**src/rtl/array_launcher_pkg.sv**
```systemverilog
// Shared defaults and FSM state encoding for the array launcher.
// Build option: ARRAY_LAUNCHER_TIMEOUT_EN enables the WAIT-state timeout.
package array_launcher_pkg;

  localparam int DEF_INSTR_DATA_WIDTH = 32;
  localparam int DEF_INSTR_ADDR_WIDTH = 6;
  localparam int DEF_INSTR_HOPS_WIDTH = 4;
  localparam int DEF_TIMEOUT_CYCLES   = 1024;

  typedef enum logic [2:0] {
    ST_IDLE  = 3'd0,
    ST_LOAD  = 3'd1,
    ST_CALL  = 3'd2,
    ST_WAIT  = 3'd3,
    ST_DONE  = 3'd4,
    ST_ERROR = 3'd5
  } state_t;

endpackage

```
**src/rtl/launch_timer.sv**
```systemverilog
// WAIT-state cycle counter; expired flags the cycle whose count reaches TIMEOUT_CYCLES.
// Only instantiated when ARRAY_LAUNCHER_TIMEOUT_EN is defined.
module launch_timer
  import array_launcher_pkg::*;
#(
  parameter int TIMEOUT_CYCLES = DEF_TIMEOUT_CYCLES
) (
  input  logic clk,
  input  logic rst_n,
  input  logic clear,
  input  logic enable,
  output logic expired
);

  localparam int CNT_W = $clog2(TIMEOUT_CYCLES + 1);

  logic [CNT_W-1:0] r_count;

  always_ff @(posedge clk or negedge rst_n) begin
    if (!rst_n) begin
      r_count <= '0;
    end else if (clear) begin
      r_count <= '0;
    end else if (enable) begin
      r_count <= r_count + 1'b1;
    end
  end

  // This cycle's increment is the one that reaches the limit.
  assign expired = enable && (r_count == CNT_W'(TIMEOUT_CYCLES - 1));

endmodule

```
**src/rtl/array_launcher.sv**
```systemverilog
// Streams a host program onto the cell-chain instruction bus, fires a call pulse and
// waits for the chain's return edge. Build option: ARRAY_LAUNCHER_TIMEOUT_EN.
module array_launcher
  import array_launcher_pkg::*;
#(
  parameter int INSTR_DATA_WIDTH = DEF_INSTR_DATA_WIDTH,
  parameter int INSTR_ADDR_WIDTH = DEF_INSTR_ADDR_WIDTH,
  parameter int INSTR_HOPS_WIDTH = DEF_INSTR_HOPS_WIDTH,
  parameter int TIMEOUT_CYCLES   = DEF_TIMEOUT_CYCLES
) (
  input  logic                        clk,
  input  logic                        rst_n,
  input  logic                        start,
  input  logic                        prog_valid,
  output logic                        prog_ready,
  input  logic                        prog_last,
  input  logic [INSTR_DATA_WIDTH-1:0] prog_data,
  input  logic [INSTR_ADDR_WIDTH-1:0] prog_addr,
  input  logic [INSTR_HOPS_WIDTH-1:0] prog_hops,
  output logic [INSTR_DATA_WIDTH-1:0] instr_data_out,
  output logic [INSTR_ADDR_WIDTH-1:0] instr_addr_out,
  output logic [INSTR_HOPS_WIDTH-1:0] instr_hops_out,
  output logic                        instr_en_out,
  output logic                        call_out,
  input  logic                        ret_in,
  output logic                        busy,
  output logic                        done,
  output logic                        error
);

  state_t r_state;
  state_t w_next;

  logic                        r_ret_q;
  logic                        r_call_out;
  logic                        r_instr_en;
  logic [INSTR_DATA_WIDTH-1:0] r_instr_data;
  logic [INSTR_ADDR_WIDTH-1:0] r_instr_addr;
  logic [INSTR_HOPS_WIDTH-1:0] r_instr_hops;

  logic w_hs;
  logic w_rise;
  logic w_expired;

  assign w_hs   = prog_valid & prog_ready;
  assign w_rise = ret_in & ~r_ret_q;

`ifdef ARRAY_LAUNCHER_TIMEOUT_EN
  launch_timer #(
    .TIMEOUT_CYCLES(TIMEOUT_CYCLES)
  ) u_launch_timer (
    .clk    (clk),
    .rst_n  (rst_n),
    .clear  (r_state != ST_WAIT),
    .enable (r_state == ST_WAIT),
    .expired(w_expired)
  );

  assign error = (r_state == ST_ERROR);
`else
  logic w_unused_timeout;

  assign w_unused_timeout = ^TIMEOUT_CYCLES;
  assign w_expired        = 1'b0;
  assign error            = 1'b0;
`endif

  always_comb begin
    w_next = r_state;
    case (r_state)
      ST_IDLE:  if (start) w_next = ST_LOAD;
      ST_LOAD:  if (w_hs && prog_last) w_next = ST_CALL;
      ST_CALL:  w_next = ST_WAIT;
      // A return edge beats a timeout landing in the same cycle.
      ST_WAIT: begin
        if (w_rise) begin
          w_next = ST_DONE;
        end else if (w_expired) begin
          w_next = ST_ERROR;
        end
      end
      ST_DONE:  w_next = ST_IDLE;
      ST_ERROR: if (start) w_next = ST_LOAD;
      default:  w_next = ST_IDLE;
    endcase
  end

  always_ff @(posedge clk or negedge rst_n) begin
    if (!rst_n) begin
      r_state      <= ST_IDLE;
      r_ret_q      <= 1'b0;
      r_call_out   <= 1'b0;
      r_instr_en   <= 1'b0;
      r_instr_data <= '0;
      r_instr_addr <= '0;
      r_instr_hops <= '0;
    end else begin
      r_state    <= w_next;
      r_ret_q    <= ret_in;
      // Registered so the call trails the final bus beat by one cycle.
      r_call_out <= (r_state == ST_CALL);
      r_instr_en <= w_hs;
      if (w_hs) begin
        r_instr_data <= prog_data;
        r_instr_addr <= prog_addr;
        r_instr_hops <= prog_hops;
      end
    end
  end

  assign prog_ready     = (r_state == ST_LOAD);
  assign busy           = (r_state == ST_LOAD) || (r_state == ST_CALL) || (r_state == ST_WAIT);
  assign done           = (r_state == ST_DONE);
  assign call_out       = r_call_out;
  assign instr_en_out   = r_instr_en;
  assign instr_data_out = r_instr_data;
  assign instr_addr_out = r_instr_addr;
  assign instr_hops_out = r_instr_hops;

endmodule

```
**config.mk**
```make
export PLATFORM = sky130hd
export DESIGN_NAME = array_launcher
export DESIGN_NICKNAME = d
export VERILOG_FILES = /design/src/rtl/array_launcher_pkg.sv /design/src/rtl/launch_timer.sv /design/src/rtl/array_launcher.sv
export SDC_FILE = /design/constraint.sdc
export NUM_CORES = 1
export LEC_CHECK = 0
export CAP_MARGIN = 20
export CORE_ASPECT_RATIO = 1.5
export CORE_MARGIN = 1
export CORE_UTILIZATION = 39
export DETAILED_ROUTE_END_ITERATION = 16
export GPL_TIMING_DRIVEN = 1
export PLACE_DENSITY_LB_ADDON = 0.15
export RECOVER_POWER = 100
export SYNTH_ARGS = -nofsm -noshare
export SYNTH_HDL_FRONTEND = slang
export SYNTH_SLANG_ARGS = --single-unit
```
**constraint.sdc**
```tcl
create_clock -name clk -period 1.89 [get_ports clk]
set_input_delay 0.189 -clock clk [delete_from_list [all_inputs] [get_ports clk]]
set_output_delay 0.189 -clock clk [all_outputs]
set_load 0.1 [all_outputs]
```
* Word-level counts from Yosys, hierarchy flattened
Index checks and enable logic that the tools add are counted. Widths: inputs -> output; s select.
Storage, ports and cells: bits in read-only memories 0, output and inout bits 48, input bits 48, word-level logic and storage cells 28, bits in latches 0, register bits after elaboration 48, memories 0, bits in writable memories 0
Cells by class: multipliers 0, bitwise logic cells 3, div/mod/pow operators 0, shift operators 0, reductions and logical operators 6, $lt $le $gt $ge 0, eq/ne operators 8, add/sub/neg operators 0, muxes and demuxes 4
Operator list (number):
- $pmux 3 s4 | 1
- $mux 3 | 3
- $eq 3x2->1 const B | 2
- $eq 3x3->1 const B | 2
- $ne 2x1->1 const B | 2
- $eq 3x1->1 const B | 1
- $logic_not 3->1 | 1
- $reduce_and 3->1 | 1
- $and 1x1->1 | 2
- $logic_or 1x1->1 | 2
- $ne 2x2->1 const B | 1
- $reduce_or 2->1 | 1
- $logic_and 1x1->1 | 1
- $not 1->1 | 1

* Longest topological paths before layout
depth in word-level cells 5, mapped depth 4, gate-level depth less buffers 3

* Least setup slack after synthesis
No wires, ideal clock.
path type reg-to-output, start point register r_state[2], end point output port prog_ready, arrival 2.647 ns, path buffers 1, required time 1.701 ns, path slack -0.946 ns, stages on the path, launching flop included 3, path through dfrtp_1 -> clkbuf_1 -> nor3_1
Between the ends: word-level cells in the longest chain between the ends 1
RTL lines:
- start, declared | line array_launcher.sv:31 | state_t r_state;
- start signal, assigned | line array_launcher.sv:98 | r_state <= w_next;
- $eq 3x1->1 | line array_launcher.sv:111 | assign prog_ready = (r_state == ST_LOAD);
- end, declared | line array_launcher.sv:15 | output logic prog_ready,
No other way between the ends.

* Final worst setup path
start point register r_state[0], end point register r_instr_addr[3] (netlist: instr_addr_out[3])
Between the ends: word-level cells in the longest chain between the ends 2
RTL lines:
- $eq 3x1->1 | line array_launcher.sv:111
- $and 1x1->1 | line array_launcher.sv:45 | assign w_hs = prog_valid & prog_ready;
- end signal, assigned | line array_launcher.sv:105 | r_instr_addr <= prog_addr;
- end, declared | line array_launcher.sv:38 | logic [INSTR_ADDR_WIDTH-1:0] r_instr_addr;
No other way between the ends. A chain may end at the register's enable or synchronous reset.

==> results.toml <==
[outcome]
outcome = "finished, final reports clean"

[routing]
drt_iter0_markers = 24
vias = 1288
drt-total-wl_mm = 3.88
route.detailed.wl_per_inst_um = 13.8
ant_nets = 0
viasPerCell = 4.58
drc = 0
dr.pass1.iters = 3

[worst_setup_path]
cp_slowest_cell = "dfrtp_1"
path_delay_family = "flip-flops"
cp_max_fo = 43
startpoint_type = "register"
cp.required_ns = 2.07
end_kind = "register"
arrival_ns = 1.92
crit_buf_inv = 2
worstPathCellList = "inv_2 -> nor4b_2 -> buf_12 -> mux2_2"
worstSetupPathType = "reg2reg"
cpPeakStageDelay_ns = 0.46

[placed_design]
post-place-cells = 272
gp_congestion = 0.689
io_buffers = 94
placed_cell_area_um2 = 2800
dpl.hpwl_mm = 2.96
dp_slack_ns = 0.0836

[layout]
fin_cells = 281
layout.cells.most_common = "dfrtp_1"
final_net_count = 264
drive_gt1_share_pct = 46.1
antenna_cells = 0
area_growth_pct = 47.2
final_cell_area_um2 = 2760
final_cell_mix = "dfrtp_1 (48), clkdlybuf4s50_1 (45), clkbuf_2 (45)"

[floorplan]
placementRows = 30
core-area_um2 = 4580
initial_utilization_pct = 40.9
die_w_um = 58.6
dieArea_um2 = 5090
die_h_um = 86.9
io_pins = 96

[worst_hold_path]
worstHoldPathType = "in2async"

[synth]
synth_area_leader_cell = "dfrtp_1"
ys_ff_latch = 48
netlist_area_um2 = 1870
avgSynthCellArea_um2 = 16.0
ys_seq_area_share_pct = 64.1
synth_fp_nets = 165
ys_warn_count = 0
synth.top_cell.area_share_pct = 64.1
synth_area_leaders = "dfrtp_1 (64%), mux2_2 (24%), buf_6 (2.4%)"
synth_cells = 117
yosysUniqueCellTypes = 22

[cts]
post_cts_resized = 0
clock_path_buffers = 2
cts_tree = "done"
cts_sinks = 48
insertion_delay_ns = 0.30
htree_levels = 2
cts_buffers = 5
clkTransAtPathRegs_ns = 0.09
clock-root-buffer = "clkbuf_8"

[sta]
setup_viol = 0
hold_viol_final = 0
max_freq_mhz = 574
slew_viol_final = 0
period_needed_ns = 1.74
min_period_over_period_pct = 92.1
worstMarginPinSlew_ns = 1.02
skew_ns = 0.00641
timing.final.ws_setup_ns = 0.149
rsz0062_at_grt = "false"
max_slew_margin_pct = 32.3

[grt]
first_global_vias = 1323
grt_max_degree = 44
grt_overflow_total = 0
grt_first_pass_wirelength_mm = 6.15
antenna_found_initial = 0
track_usage_pct = 16.4

[run]
max-cap-violations = 0
==> cell usage after synthesis (all sizes together) <==
master,count
nor3,1
nand2,1
nor3b,1
inv,1
mux2,42
and3b,1
o21ai,2
clkbuf,2
nor4bb,1
o311a,1
nand4b,1
conb,1
nor2,4
and2,1
nor4b,1
buf,5
nand3b,1
a21oi,1
dfrtp,48
mux2i,1
==> state kept, by name, summed over array words and instances (netlist names) <==
| name | flops |
|---|---|
| call_out | 1 |
| instr_addr_out | 6 |
| instr_data_out | 32 |
| instr_en_out | 1 |
| instr_hops_out | 4 |
| r_ret_q | 1 |
| r_state | 3 |
==> worst reg2reg max path: cells and delay by family, from the launching register on <==
| family | cells | cell delay (ns) |
|---|---|---|
| AND/OR/NAND/NOR | 1 | 0.41 |
| flip-flops | 1 | 0.46 |
| multiplexers | 1 | 0.40 |
| buffers and inverters | 2 | 0.37 |
==> area by class of cell <==
type	instances	area, um^2
tap	64	80.1
sequential	48	1200
inverter	1	3.75
clock buffer	6	82.6
multi-input combinational	61	602
clock inverter	2	15.0
fill	423	1820
timing repair buffer	99	772
==> stage by stage <==
stage | hold slack [ns] | TNS (ns) | util (%)
finish | 0.223 | 0 | 60.2
global route | 0.244 | 0 | 60.2
CTS | 0.196 | 0 | 63.5
detailed placement | -0.00834 | 0 | 61.1
global placement | -0.00861 | 0 | 61.1
floorplan | -0.107 | -0.113 | -
==> kinds of logic (layout without fill, tap and decap cells) <==
group | count (synthesis) | after routing | synth area share, %
compound gates | 4 | 4 | 1.34
buf+inv | 8 | 108 | 3.41
flops | 48 | 48 | 64.1
mux | 43 | 43 | 25.8
other cells | 1 | 1 | 0.200
simple gates | 13 | 13 | 5.14
==> timing repair <==
item	CTS	global route
buffers inserted	0	0
hold buffers	1	0
endpoints found under the hold margin	48	0
==> layer usage <==
metal / wire [um] / GRT usage [%]
met4: 48 / 6.49
met5: 0 / 0
met2: 2130 / 29.2
met3: 301 / 5.50
met1: 1400 / 17.5
==> worst paths after layout <==
kind | start | cells after the start | end | slack [ns]
min in group clk | prog_data[23] | 2 | instr_data_out[23]$_DFFE_PN0P_ | 0.49
setup reg to reg | r_state[0]$_DFFE_PN0P_ | 4 | instr_addr_out[3]$_DFFE_PN0P_ | 0.15
setup / recovery | r_state[0]$_DFFE_PN0P_ | 4 | instr_addr_out[3]$_DFFE_PN0P_ | 0.15
hold / removal | rst_n | 2 | instr_hops_out[1]$_DFFE_PN0P_ | 0.22
max in group asynchronous | rst_n | 3 | instr_data_out[16]$_DFFE_PN0P_ | 0.49
hold reg to reg | instr_data_out[23]$_DFFE_PN0P_ | 1 | instr_data_out[23]$_DFFE_PN0P_ | 0.50
Power is not shown: default switching activity piles up to over one toggle a cycle in this logic, so the estimate is an artifact.
